File: config.mk
export PLATFORM = sky130hd
export DESIGN_NAME = matmul_seq_ctrl
export DESIGN_NICKNAME = d
export VERILOG_FILES = /design/src/rtl/matmul_seq_ctrl.sv
export SDC_FILE = /design/constraint.sdc
export NUM_CORES = 1
export LEC_CHECK = 0
export ABC_AREA = 1
export CAP_MARGIN = 40
export CORE_MARGIN = 1
export CORE_UTILIZATION = 41
export DETAILED_ROUTE_END_ITERATION = 8
export PLACE_DENSITY = 0.87
export SLEW_MARGIN = 10
export SYNTH_ARGS = -nofsm -noshare
export SYNTH_HDL_FRONTEND = slang
export SYNTH_SLANG_ARGS = --single-unit
File: constraint.sdc
create_clock -name clk_i -period 1.85 [get_ports clk_i]
set_input_delay 0.2775 -clock clk_i [delete_from_list [all_inputs] [get_ports clk_i]]
set_output_delay 0.2775 -clock clk_i [all_outputs]
set_load 0.005 [all_outputs]
File: src/rtl/matmul_seq_ctrl.sv
// -----------------------------------------------------------------------------
// matmul_seq_ctrl
//   APB control/status slave and loop sequencer for the matmul engine.
//   Software programs the N/K/M dimensions in CTRL and writes START. The block
//   snapshots the dimensions and walks every output element C[i][j] through
//   one accumulator clear, K MAC steps and one writeback. It ends with a
//   one-cycle DONE state that sets the sticky DONE flag in STATUS.
//
// Ports
//   clk_i, rst_i            clock, synchronous active-high reset
//   psel_i .. paddr_i       APB slave inputs (byte address, byte-lane strobes)
//   pready_o, pslverr_o     APB response (zero wait states)
//   prdata_o                APB read data, 0 outside a read access phase
//   busy_o                  sequence in progress (every state except IDLE)
//   mac_clr_o/mac_en_o/wb_en_o  datapath strobes, mutually exclusive
//   idx_i_o/idx_j_o/idx_k_o loop indices, held at 0 while idle
//
// Register map (dimension fields hold dimension-1)
//   0x00 CTRL   [0] START (W1 pulse), [1] ABORT (W1 pulse), both read 0
//               [IW+7:8] N-1, [IW+15:16] K-1, [IW+23:24] M-1
//   0x04 STATUS [0] busy (RO), [1] DONE (W1C)
// -----------------------------------------------------------------------------
module matmul_seq_ctrl #(
  parameter int BUS_WIDTH  = 32,
  parameter int ADDR_WIDTH = 16,
  parameter int MAX_DIM    = 4,
  localparam int IW        = $clog2(MAX_DIM),
  localparam int SW        = BUS_WIDTH / 8
) (
  input  logic                  clk_i,
  input  logic                  rst_i,
  input  logic                  psel_i,
  input  logic                  penable_i,
  input  logic                  pwrite_i,
  input  logic [SW-1:0]         pstrb_i,
  input  logic [BUS_WIDTH-1:0]  pwdata_i,
  input  logic [ADDR_WIDTH-1:0] paddr_i,
  output logic                  pready_o,
  output logic                  pslverr_o,
  output logic [BUS_WIDTH-1:0]  prdata_o,
  output logic                  busy_o,
  output logic                  mac_clr_o,
  output logic                  mac_en_o,
  output logic                  wb_en_o,
  output logic [IW-1:0]         idx_i_o,
  output logic [IW-1:0]         idx_j_o,
  output logic [IW-1:0]         idx_k_o
);

  typedef enum logic [2:0] {S_IDLE, S_CLR, S_MAC, S_WB, S_DONE} state_t;

  state_t        state;
  logic [IW-1:0] dim_n, dim_k, dim_m;   // programmed fields (dimension-1)
  logic [IW-1:0] run_n, run_k, run_m;   // snapshot used by the running sequence
  logic          done_flag;

  // ---------------------------------------------------------------------------
  // APB decode
  // ---------------------------------------------------------------------------
  logic access, wr_access, rd_access;
  logic sel_ctrl, sel_status, addr_err, start_err;
  logic wr_ok, ctrl_we, status_we;
  logic start_go, abort_go, done_clr;
  logic [IW-1:0] n_nxt, k_nxt, m_nxt;

  assign access    = psel_i & penable_i;
  assign wr_access = access & pwrite_i;
  assign rd_access = access & ~pwrite_i;

  assign sel_ctrl   = (paddr_i == ADDR_WIDTH'(0));
  assign sel_status = (paddr_i == ADDR_WIDTH'(4));
  assign addr_err   = ~(sel_ctrl | sel_status);
  // START only counts when its byte lane is strobed; a rejected START blocks
  // the whole write, dimension lanes included.
  assign start_err  = wr_access & sel_ctrl & pstrb_i[0] & pwdata_i[0] & busy_o;

  assign pready_o  = access;
  assign pslverr_o = access & (addr_err | start_err);

  assign wr_ok     = wr_access & ~addr_err & ~start_err;
  assign ctrl_we   = wr_ok & sel_ctrl;
  assign status_we = wr_ok & sel_status;

  assign start_go = ctrl_we & pstrb_i[0] & pwdata_i[0];
  assign abort_go = ctrl_we & pstrb_i[0] & pwdata_i[1];
  assign done_clr = status_we & pstrb_i[0] & pwdata_i[1];

  // Dimension values as they will be after this cycle's write, so a single
  // CTRL write can both program the dimensions and start the sequence.
  assign n_nxt = (ctrl_we && pstrb_i[1]) ? pwdata_i[8  +: IW] : dim_n;
  assign k_nxt = (ctrl_we && pstrb_i[2]) ? pwdata_i[16 +: IW] : dim_k;
  assign m_nxt = (ctrl_we && pstrb_i[3]) ? pwdata_i[24 +: IW] : dim_m;

  // Upper data bits and extra strobe lanes carry no register state.
  logic unused_bits;
  assign unused_bits = ^{pwdata_i, pstrb_i};

  // NOTE: every signal written in always_comb gets a default first, otherwise
  // paths that skip the assignment infer a latch.
  always_comb begin
    prdata_o = '0;
    if (rd_access) begin
      if (sel_ctrl) begin
        prdata_o[8  +: IW] = dim_n;
        prdata_o[16 +: IW] = dim_k;
        prdata_o[24 +: IW] = dim_m;
      end else if (sel_status) begin
        prdata_o[0] = busy_o;
        prdata_o[1] = done_flag;
      end
    end
  end

  // NOTE: sequential state uses non-blocking assignments only, so every flop
  // samples pre-edge values regardless of statement order.
  always_ff @(posedge clk_i) begin
    if (rst_i) begin
      dim_n <= '0;
      dim_k <= '0;
      dim_m <= '0;
    end else begin
      dim_n <= n_nxt;
      dim_k <= k_nxt;
      dim_m <= m_nxt;
    end
  end

  // ---------------------------------------------------------------------------
  // Sequencer: all outputs are registered and set on the transition into the
  // state that owns them.
  // ---------------------------------------------------------------------------
  always_ff @(posedge clk_i) begin
    if (rst_i) begin
      state     <= S_IDLE;
      busy_o    <= 1'b0;
      mac_clr_o <= 1'b0;
      mac_en_o  <= 1'b0;
      wb_en_o   <= 1'b0;
      idx_i_o   <= '0;
      idx_j_o   <= '0;
      idx_k_o   <= '0;
      run_n     <= '0;
      run_k     <= '0;
      run_m     <= '0;
      done_flag <= 1'b0;
    end else begin
      mac_clr_o <= 1'b0;
      mac_en_o  <= 1'b0;
      wb_en_o   <= 1'b0;

      // The DONE-state set below comes later in the block, so it overrides a
      // W1C landing in the same cycle.
      if (done_clr) done_flag <= 1'b0;

      if (abort_go && state != S_IDLE) begin
        state   <= S_IDLE;
        busy_o  <= 1'b0;
        idx_i_o <= '0;
        idx_j_o <= '0;
        idx_k_o <= '0;
      end else begin
        unique case (state)
          S_IDLE: begin
            if (start_go) begin
              run_n     <= n_nxt;
              run_k     <= k_nxt;
              run_m     <= m_nxt;
              state     <= S_CLR;
              busy_o    <= 1'b1;
              mac_clr_o <= 1'b1;
            end
          end
          S_CLR: begin
            state    <= S_MAC;
            mac_en_o <= 1'b1;
          end
          S_MAC: begin
            if (idx_k_o == run_k) begin
              state   <= S_WB;
              wb_en_o <= 1'b1;
              idx_k_o <= '0;
            end else begin
              idx_k_o  <= idx_k_o + IW'(1);
              mac_en_o <= 1'b1;
            end
          end
          S_WB: begin
            if (idx_j_o != run_m) begin
              idx_j_o   <= idx_j_o + IW'(1);
              state     <= S_CLR;
              mac_clr_o <= 1'b1;
            end else begin
              idx_j_o <= '0;
              if (idx_i_o != run_n) begin
                idx_i_o   <= idx_i_o + IW'(1);
                state     <= S_CLR;
                mac_clr_o <= 1'b1;
              end else begin
                state <= S_DONE;
              end
            end
          end
          S_DONE: begin
            done_flag <= 1'b1;
            state     <= S_IDLE;
            busy_o    <= 1'b0;
            idx_i_o   <= '0;
          end
          default: begin
            state  <= S_IDLE;
            busy_o <= 1'b0;
          end
        endcase
      end
    end
  end

endmodule

# Word-level counts from Yosys, hierarchy flattened
# Index checks and enable logic that the tools add are counted.
# Widths: inputs -> output; s select.
# classes
n_mux,34
n_eq_ne,12
bitwise,25
reduce_logical,15
add_sub_neg,3
# ops
operator,n
$mux 2,16
$and 1x1->1,17
$eq 16x3->1 const B,1
$logic_not 16->1,1
$mux 3,4
$pmux 3 s4,1
$mux 1,9
$ne 2x2->1 const B,4
$add 2x1->2 const B,3
$eq 3x2->1 const B,2
$not 1->1,6
$pmux 1 s2,3
$reduce_and 3->1,2
$reduce_or 3->1,2
$logic_and 1x1->1,4
$ne 2x2->1,2
$pmux 2 s2,1
$reduce_and 2->1,2
$eq 3x1->1 const B,1
$eq 3x3->1 const B,1
$logic_not 3->1,1
$reduce_bool 3->1,1
$eq 2x2->1,1
$or 1x1->1,2
other kinds (2),2
# totals
ff_bits,26

# Longest topological paths before layout
# Gate-level depths: netlist (run 1).
# logic_depth
word_depth,14
mapped_depth,10

# Worst setup path before layout (run 1)
# No wires, ideal clock.
# synth_timing
path_kind,input -> output
from,input paddr_i[1]
to,output pslverr_o
path_slack_ns,0.546
cell_stages,8
arrival_ns,1.026
required_time_ns,1.572
path_cell_list,nor2_1 > nand2_1 > inv_1 > nand2_1 > nor2_2 > inv_1 > nand2_1 > a21oi_1
# synth_between
elab_chain_len,7
elab_cells_between_ends,10
# synth_rtl
item,line,rtl
start: declaration,37,"input logic [ADDR_WIDTH-1:0] paddr_i,"
$logic_not 16->1,70,assign sel_ctrl = (paddr_i == ADDR_WIDTH'(0));
$and 1x1->1 (4 in series),75,assign start_err = wr_access & sel_ctrl & pstrb_i[0] & pwdata_i[0] & busy_o;
$or 1x1->1 (*),78,assign pslverr_o = access & (addr_err | start_err);
$and 1x1->1 (*),78,
end: declaration,39,"output logic pslverr_o,"
# Mark *: on every way between the ends. The rest lies on a longest branch, timed or not.

# Worst setup path in the final report (run 1)
# layout_timing
from,input penable_i
to,output pready_o
# layout_between
elab_chain_len,1
# layout_rtl
item,line,rtl
start: declaration,33,"input logic penable_i,"
$and 1x1->1,66,assign access = psel_i & penable_i;
end: declaration,38,"output logic pready_o,"
# Every way passes these cells.

==> results.md, run 1 <==
- Status: complete, no violations
- CP Data Required Time: 1570 ps
- DRC errors left: 0
- Routed len/inst: 10.9 µm
- Fin crit share: 0.991
- Synth warnings: 0
- Row cnt: 22
- Clock Tree Root: clkbuf_8
- Clk Latency, worst-skew pair: 270 ps
- Max-slew violations: 0
- Crit path time final: 1830 ps
- Die height: 66.1 µm
- Fraction of layout cells with a size suffix above 1: 0.192
- Tot Pwr: 1360 µW
- Syn Inst Count: 269
- Initial Util: 0.444
- Area Growth Syn to Fin: 49.1%
- DR vias: 1827
- Detailed placement HPWL: 3220 µm
- CTS tree: done
- Sink Count: 26
- Post-synthesis simple-gate area fraction: 0.410
- Static Leak: 0.00131 µW
- Fin util: 0.662
- WL final: 4310 µm
- H-tree depth: 1
- Setup Viol. Count Final: 0
- Routability Congestion: 0.855
- Die footprint: 4370 µm²
- Initial drt markers: 99
- Xor/xnor share of the synthesized area: 0.0208
- DRT antenna net count: 0
- Max Cap Violations: 0
- Largest net degree at the start of global routing: 15
- Worst Hold Class: reg -> reg
- Sequential area share after synthesis: 0.309
- Syn avg cell area: 6.27 µm²
- WHS Path Cells: 2
- Adder-Cell Fraction of Synth Area: 0
- Detailed Routing Iterations Pass 1: 4
- Synth top area cells: dfxtp_1, nand2_1, buf_4, nor2_1, inv_1
- Hold WS: 490 ps
- Worst Skew: 4.18 ps
- Synth area leader: dfxtp_1
- Hold Path End: done_flag
- Post-synthesis compound-gate area fraction: 0.0624
- CTS Buf Count: 3
- CP peak stage delay: 490 ps
- Fmax: 546 MHz
- CP Class: in -> out
- Reg2reg setup slack: 370 ps
- Synth Cell Area: 1690 µm²
- DIE WIDTH: 66.1 µm
- First-pass GRT wire length: 6650 µm
- Register bit count reported by yosys: 26
- Number of antenna violations at the first check in global routing: 0
- CP arrival: 1560 ps
- Crit path max fanout: 3
- CP endpoint kind: output port
- Reg2reg start: state[0]
- VDD IR max: 0.444 mV
- Fin nets: 407
- Core ar.: 3800 µm²
- Critical hold path startpoint: done_flag
- Worst flop-to-flop path endpoint: idx_i_o[1]
- CP top delay family: buffers and inverters
- Crit path top cell by count: clkdlybuf4s50_1
- Cell Count, Final, Fillers Out: 397
- Crit path buffers/inverters: 4
- Reg2reg path depth: 8
- CP max-delay cell: clkdlybuf4s50_1
- Multi-input logic area: 995 µm²
- Final Hold Vio Count: 0
- Gr usage total: 0.194
- Grt ovf: 0
- Vias in the first global route: 1627
- N_diodes: 0
- Vias/cell: 4.60
- IO buf count: 52
- FF/Latch Area: 520 µm²
- Layout fillers: 331
- Num ports: 101
- Main combinational cell family by area after synthesis: simple AND/OR/NAND/NOR gates
- Mux share of post-synthesis cell area: 0
- Worst-path clk slew: 90 ps
- Setup TNS: 0 ps
- Pwr Density: 542 nW/µm²
- Yosys top cell area share: 0.309
- Startpoint type of the worst setup path: input port
- Bufs on Longest Clock Path: 2
- Inst Count DP: 384
- Critical path, cell by cell: clkdlybuf4s50_1 > nand2_2 > buf_4 > inv_1 > clkdlybuf4s50_1
- Post-synthesis cell type count: 22
-- synthesized netlist by cell type --
master	instances
nand2_1	77
nor2_1	44
inv_1	35
dfxtp_1	26
buf_4	24
a21oi_1	15
nand2_2	6
nand3_1	6
nand4_1	6
o21ai_0	6
nor3_1	5
xnor2_1	4
nor2_2	3
nor2_4	3
nor3b_1	2
buf_6	1
clkbuf_1	1
clkinv_1	1
conb_1	1
nand3_2	1
nand3b_1	1
nand4_4	1
-- state kept, by name, indices dropped and copies added (netlist names) --
signal     count
busy_o         1
dim_k          2
dim_m          2
dim_n          2
done_flag      1
idx_i_o        2
idx_j_o        2
idx_k_o        2
mac_clr_o      1
mac_en_o       1
run_k          2
run_m          2
run_n          2
state          3
wb_en_o        1
-- how the worst max path moves through the flow --
stage                    start        end  slack (ps)  cells past startpoint
floorplan           paddr_i[1]  pslverr_o         550                      8
global placement    paddr_i[5]  pslverr_o        -360                     10
detailed placement  paddr_i[4]  pslverr_o        -390                     10
CTS                 paddr_i[3]  pslverr_o          -4                     10
global route            psel_i   pready_o          -4                      5
finish               penable_i   pready_o          20                      5
-- placed cells by master (no fill, tap or decap) --
| cell type | count |
|---|---|
| clkinv_1 | 1 |
| inv_4 | 1 |
| dlymetal6s2s_1 | 12 |
| nor2_2 | 5 |
| nand3_2 | 2 |
| nor2_4 | 7 |
| inv_1 | 30 |
| buf_6 | 4 |
| clkdlybuf4s50_1 | 27 |
| nand2_4 | 2 |
| nand3_1 | 5 |
| nand2_1 | 73 |
| dlygate4sd2_1 | 6 |
| nor3_2 | 2 |
| nand2_2 | 8 |
| nor3b_1 | 2 |
| nor3_1 | 3 |
| clkbuf_8 | 4 |
| nand4_1 | 6 |
| dfxtp_1 | 26 |
| o21ai_0 | 6 |
| xnor2_1 | 4 |
| nor2_1 | 38 |
| clkdlybuf4s15_1 | 4 |
| a21oi_2 | 1 |
| inv_2 | 4 |
| buf_2 | 3 |
| a21oi_1 | 14 |
| nand3b_1 | 1 |
| nand4_4 | 1 |
| buf_4 | 23 |
| conb_1 | 24 |
-- layer usage --
| metal | vias to the layer above | global-route usage | wire length (µm) |
|---|---|---|---|
| li1 | 935 | - | - |
| met1 | 828 | 0.240 | 1830 |
| met2 | 58 | 0.349 | 2260 |
| met3 | 6 | 0.0328 | 182 |
| met4 | 0 | 0.0399 | 41 |
| met5 | - | 0 | 0 |
-- logic make-up after synthesis --
kind of cell,Yosys count
XOR/XNOR,4
AO/OA/AOI/OAI,21
AND/OR/NAND/NOR,155
other,1
flip-flops,26
buffers and inverters,62
-- worst min-delay path, stage by stage, from the launching register on --
cell and delay [ps]:
dfxtp_1 330, nand2_1 70, a21oi_1 50
-- power by group --
part | leakage [µW] | total, µW | switching [µW] | internal [µW]
clock network | 0.0000288 | 363 | 172 | 190
registers | 0.000210 | 633 | 31.8 | 601
logic | 0.00107 | 366 | 193 | 174
-- stage by stage --
| step | setup slack [ps] | cell area [µm²] |
|---|---|---|
| finish | 17.4 | 2510 |
| global route | -4.06 | 2510 |
| CTS | -4.01 | 2410 |
| detailed placement | -394 | 2290 |
| global placement | -364 | 2290 |
| floorplan | 546 | 1770 |
-- final cells by class --
class | count | share of cell area
clock buffers | 4 | 0.0219
inverters | 36 | 0.0548
multi-input cells | 204 | 0.396
flip-flops and latches | 26 | 0.207
well taps | 48 | 0.0239
repair buffers | 79 | 0.297
-- what timing repair did --
| action | 4_1_cts | 5_1_grt |
|---|---|---|
| pin swaps | 7 | 15 |
| setup endpoints to repair | 9 | 27 |
| gates resized for setup | 34 | 34 |
| hold buffers | 0 | 0 |
| endpoints found under the hold margin | 0 | 0 |
| buffers inserted | 7 | 3 |
Power figures use the tool's default switching activity.
==> run 2: changes to the inputs <==
--- a/config.mk
+++ b/config.mk
@@ -10,7 +10,8 @@
 export CORE_MARGIN = 1
 export CORE_UTILIZATION = 41
 export DETAILED_ROUTE_END_ITERATION = 8
-export PLACE_DENSITY = 0.87
+export PLACE_DENSITY = 0.83
+export SETUP_SLACK_MARGIN = 0.1
 export SLEW_MARGIN = 10
 export SYNTH_ARGS = -nofsm -noshare
 export SYNTH_HDL_FRONTEND = slang
==> results.md, run 2 (same netlist as run 1, synthesis figures left out) <==
- Status: complete, no violations (unchanged)
- Clock Tree Root: clkbuf_8 (unchanged)
- Hold-fix buffers, CTS: 0 (unchanged)
- Start point of the critical path: penable_i (unchanged)
- Pwr Density: 588 nW/µm² (was 542 nW/µm²)
- Final Hold Vio Count: 0 (unchanged)
- CP endpoint kind: output port (unchanged)
- Detailed placement HPWL: 3370 µm (was 3220 µm)
- CTS tree: done (unchanged)
- DRC errors left: 0 (unchanged)
- Reg2reg start: busy_o (was state[0])
- Max reg flops: 3 (unchanged)
- Met3 usage: 0.0328 (unchanged)
- Sink Count: 26 (unchanged)
- Internal Dissipation: 1060 µW (was 965 µW)
- Area Growth Syn to Fin: 48.8% (was 49.1%)
- Num ports: 101 (unchanged)
- Most used routing layer: met2 (unchanged)
- Clk Latency, worst-skew pair: 270 ps (about the same)
- Sequential Power Share: 0.429 (was 0.465)
- Crit path buffers/inverters: 3 (was 4)
- Critical hold path startpoint: dim_k[1] (was done_flag)
- Row cnt: 22 (unchanged)
- Layout fillers: 328 (was 331)
- Initial Util: 0.444 (unchanged)
- CP Class: in -> out (unchanged)
- Fmax: 580 MHz (was 546 MHz)
- Fraction of layout cells with a size suffix above 1: 0.216 (was 0.192)
- Inst Count DP: 386 (was 384)
- Routed len/inst: 11.3 µm (was 10.9 µm)
- RSZ-0062 raised after global routing: yes
- DIE WIDTH: 66.1 µm (unchanged)
- Static Leak: 0.00128 µW (was 0.00131 µW)
- Comb pwr share: 0.253 (was 0.269)
- Grt ovf: 0 (unchanged)
- Bufs on Longest Clock Path: 2 (unchanged)
- DRT antenna net count: 0 (unchanged)
- CP peak stage delay: 470 ps (was 490 ps)
- Max Cap Violations: 0 (unchanged)
- Vias/cell: 4.68 (was 4.60)
- Core ar.: 3800 µm² (unchanged)
- Detailed Routing Iterations Pass 1: 4 (unchanged)
- Final worst slack: 127 ps (was 17.4 ps)
- Worst-path clk slew: 90 ps (about the same)
- Worst Skew: 3.92 ps (was 4.18 ps)
- Die height: 66.1 µm (unchanged)
- Setup Viol. Count Final: 0 (unchanged)
- Worst Hold Class: reg -> reg (unchanged)
- IO buf count: 52 (unchanged)
- DR vias: 1871 (was 1827)
- Number of antenna violations at the first check in global routing: 0 (unchanged)
- CP max-delay cell: clkdlybuf4s50_1 (unchanged)
- GR Layer Usage met1: 0.269 (was 0.240)
- Critical path, cell by cell: clkdlybuf4s50_1 > nand2_2 > buf_4 > nor3_4 > nand2_4 > a21oi_2 > buf_2 (was clkdlybuf4s50_1 > nand2_2 > buf_4 > inv_1 > clkdlybuf4s50_1)
- Cell Count, Final, Fillers Out: 400 (was 397)
- Die footprint: 4370 µm² (unchanged)
- Largest net degree at the start of global routing: 16 (was 15)
- Initial drt markers: 56 (was 99)
- CP Data Required Time: 1570 ps (about the same)
- Max-slew violations: 0 (unchanged)
- Psw: 414 µW (was 397 µW)
- CP arrival: 1450 ps (was 1560 ps)
- Crit path time final: 1720 ps (was 1830 ps)
- N_diodes: 0 (unchanged)
- Met2 Track Usage GR: 0.385 (was 0.349)
- Commonest non-fill, non-tap cell in the layout: nand2_1 (unchanged)
- Place WS: -416 ps (was -394 ps)
- WL final: 4530 µm (was 4310 µm)
- Fin nets: 410 (was 407)
- Hold WS: 493 ps (was 490 ps)
- Gr usage total: 0.214 (was 0.194)
- CTS Buf Count: 3 (unchanged)
- H-tree depth: 1 (unchanged)
- Startpoint type of the worst setup path: input port (unchanged)
- Sw Share: 0.281 (was 0.291)
- Top reg by flops: state (unchanged)
- Clk network pwr share: 0.318 (was 0.266)
- Fin crit share: 0.931 (was 0.991)
- VDD IR max: 0.631 mV (was 0.444 mV)
- Crit path max fanout: 3 (unchanged)
- CP top delay family: buffers and inverters (unchanged)
- First-pass GRT wire length: 7270 µm (was 6650 µm)
- Most frequent cells in the layout: nand2_1, nor2_1, inv_1 (unchanged)
- Fin util: 0.660 (was 0.662)
- Routability Congestion: 0.865 (was 0.855)
- Vias in the first global route: 1701 (was 1627)
[run 2: cell count changes in the layout (fill, tap and decap cells not counted), moves of 2 or more]
cell             previous run  this run
dlygate4sd2_1               6        14
dlymetal6s2s_1             12         4
buf_2                       3         9
clkdlybuf4s50_1            27        23
nand2_1                    73        70
buf_4                      23        25
clkdlybuf4s15_1             4         2
inv_1                      30        32
inv_2                       4         2
nand2_2                     8        10
nor2_4                      7         5
[run 2: final cells by class]
cell class,count,area (µm²),share of cell area
flip-flops and latches,26,520,0.208
well taps,48,60.1,0.0240
clock inverters,1,30.0,0.0120
multi-input cells,204,1000,0.399
repair buffers,82,712,0.284
clock buffers,3,41.3,0.0165
inverters,36,143,0.0569
[run 2: what timing repair did]
| action | CTS | global route |
|---|---|---|
| buffers inserted | 6 | 4 |
| gates resized for setup | 73 | 18 |
| setup endpoints to repair | 18 | 25 |
| pin swaps | 13 | 12 |
| gates cloned | 0 | 0 |
| hold endpoints to repair | 0 | 0 |
[run 2: per-stage QoR]
stage	power (µW)	cell area (µm²)	TNS [ps]
after floorplan	868	1770	0
after global placement	987	2310	-4750
after detailed placement	1000	2310	-6650
after CTS	1460	2430	0
after global routing	1560	2510	0
final	1470	2510	0
[run 2: final timing paths]
path	end	slack, ps	depth (start not counted)
setup / recovery	pslverr_o	130	7
hold / removal	dim_k[1]	490	2
setup reg to reg	done_flag	320	9
hold reg to reg	dim_k[1]	490	2
[run 2: routing by layer]
metal | part of all wire | wire length [µm] | vias to the layer above
li1 | - | - | 941
met4 | 0.013 | 60 | 0
met1 | 0.43 | 1950 | 859
met2 | 0.50 | 2280 | 63
met5 | 0 | 0 | -
met3 | 0.051 | 233 | 8
[run 2: worst min-delay path, stage by stage (launching register included)]
cell and delay, ps:
dfxtp_1 320, nand2_1 70, a21oi_1 60
[run 2: power groups by stage]
stage	Sequential, µW	Clock, µW	Combinational [µW]
2_1_floorplan	641	0	227
3_3_place_gp	644	0	344
3_5_place_dp	644	0	357
4_1_cts	631	474	354
5_1_grt	639	505	417
6_report	632	469	373
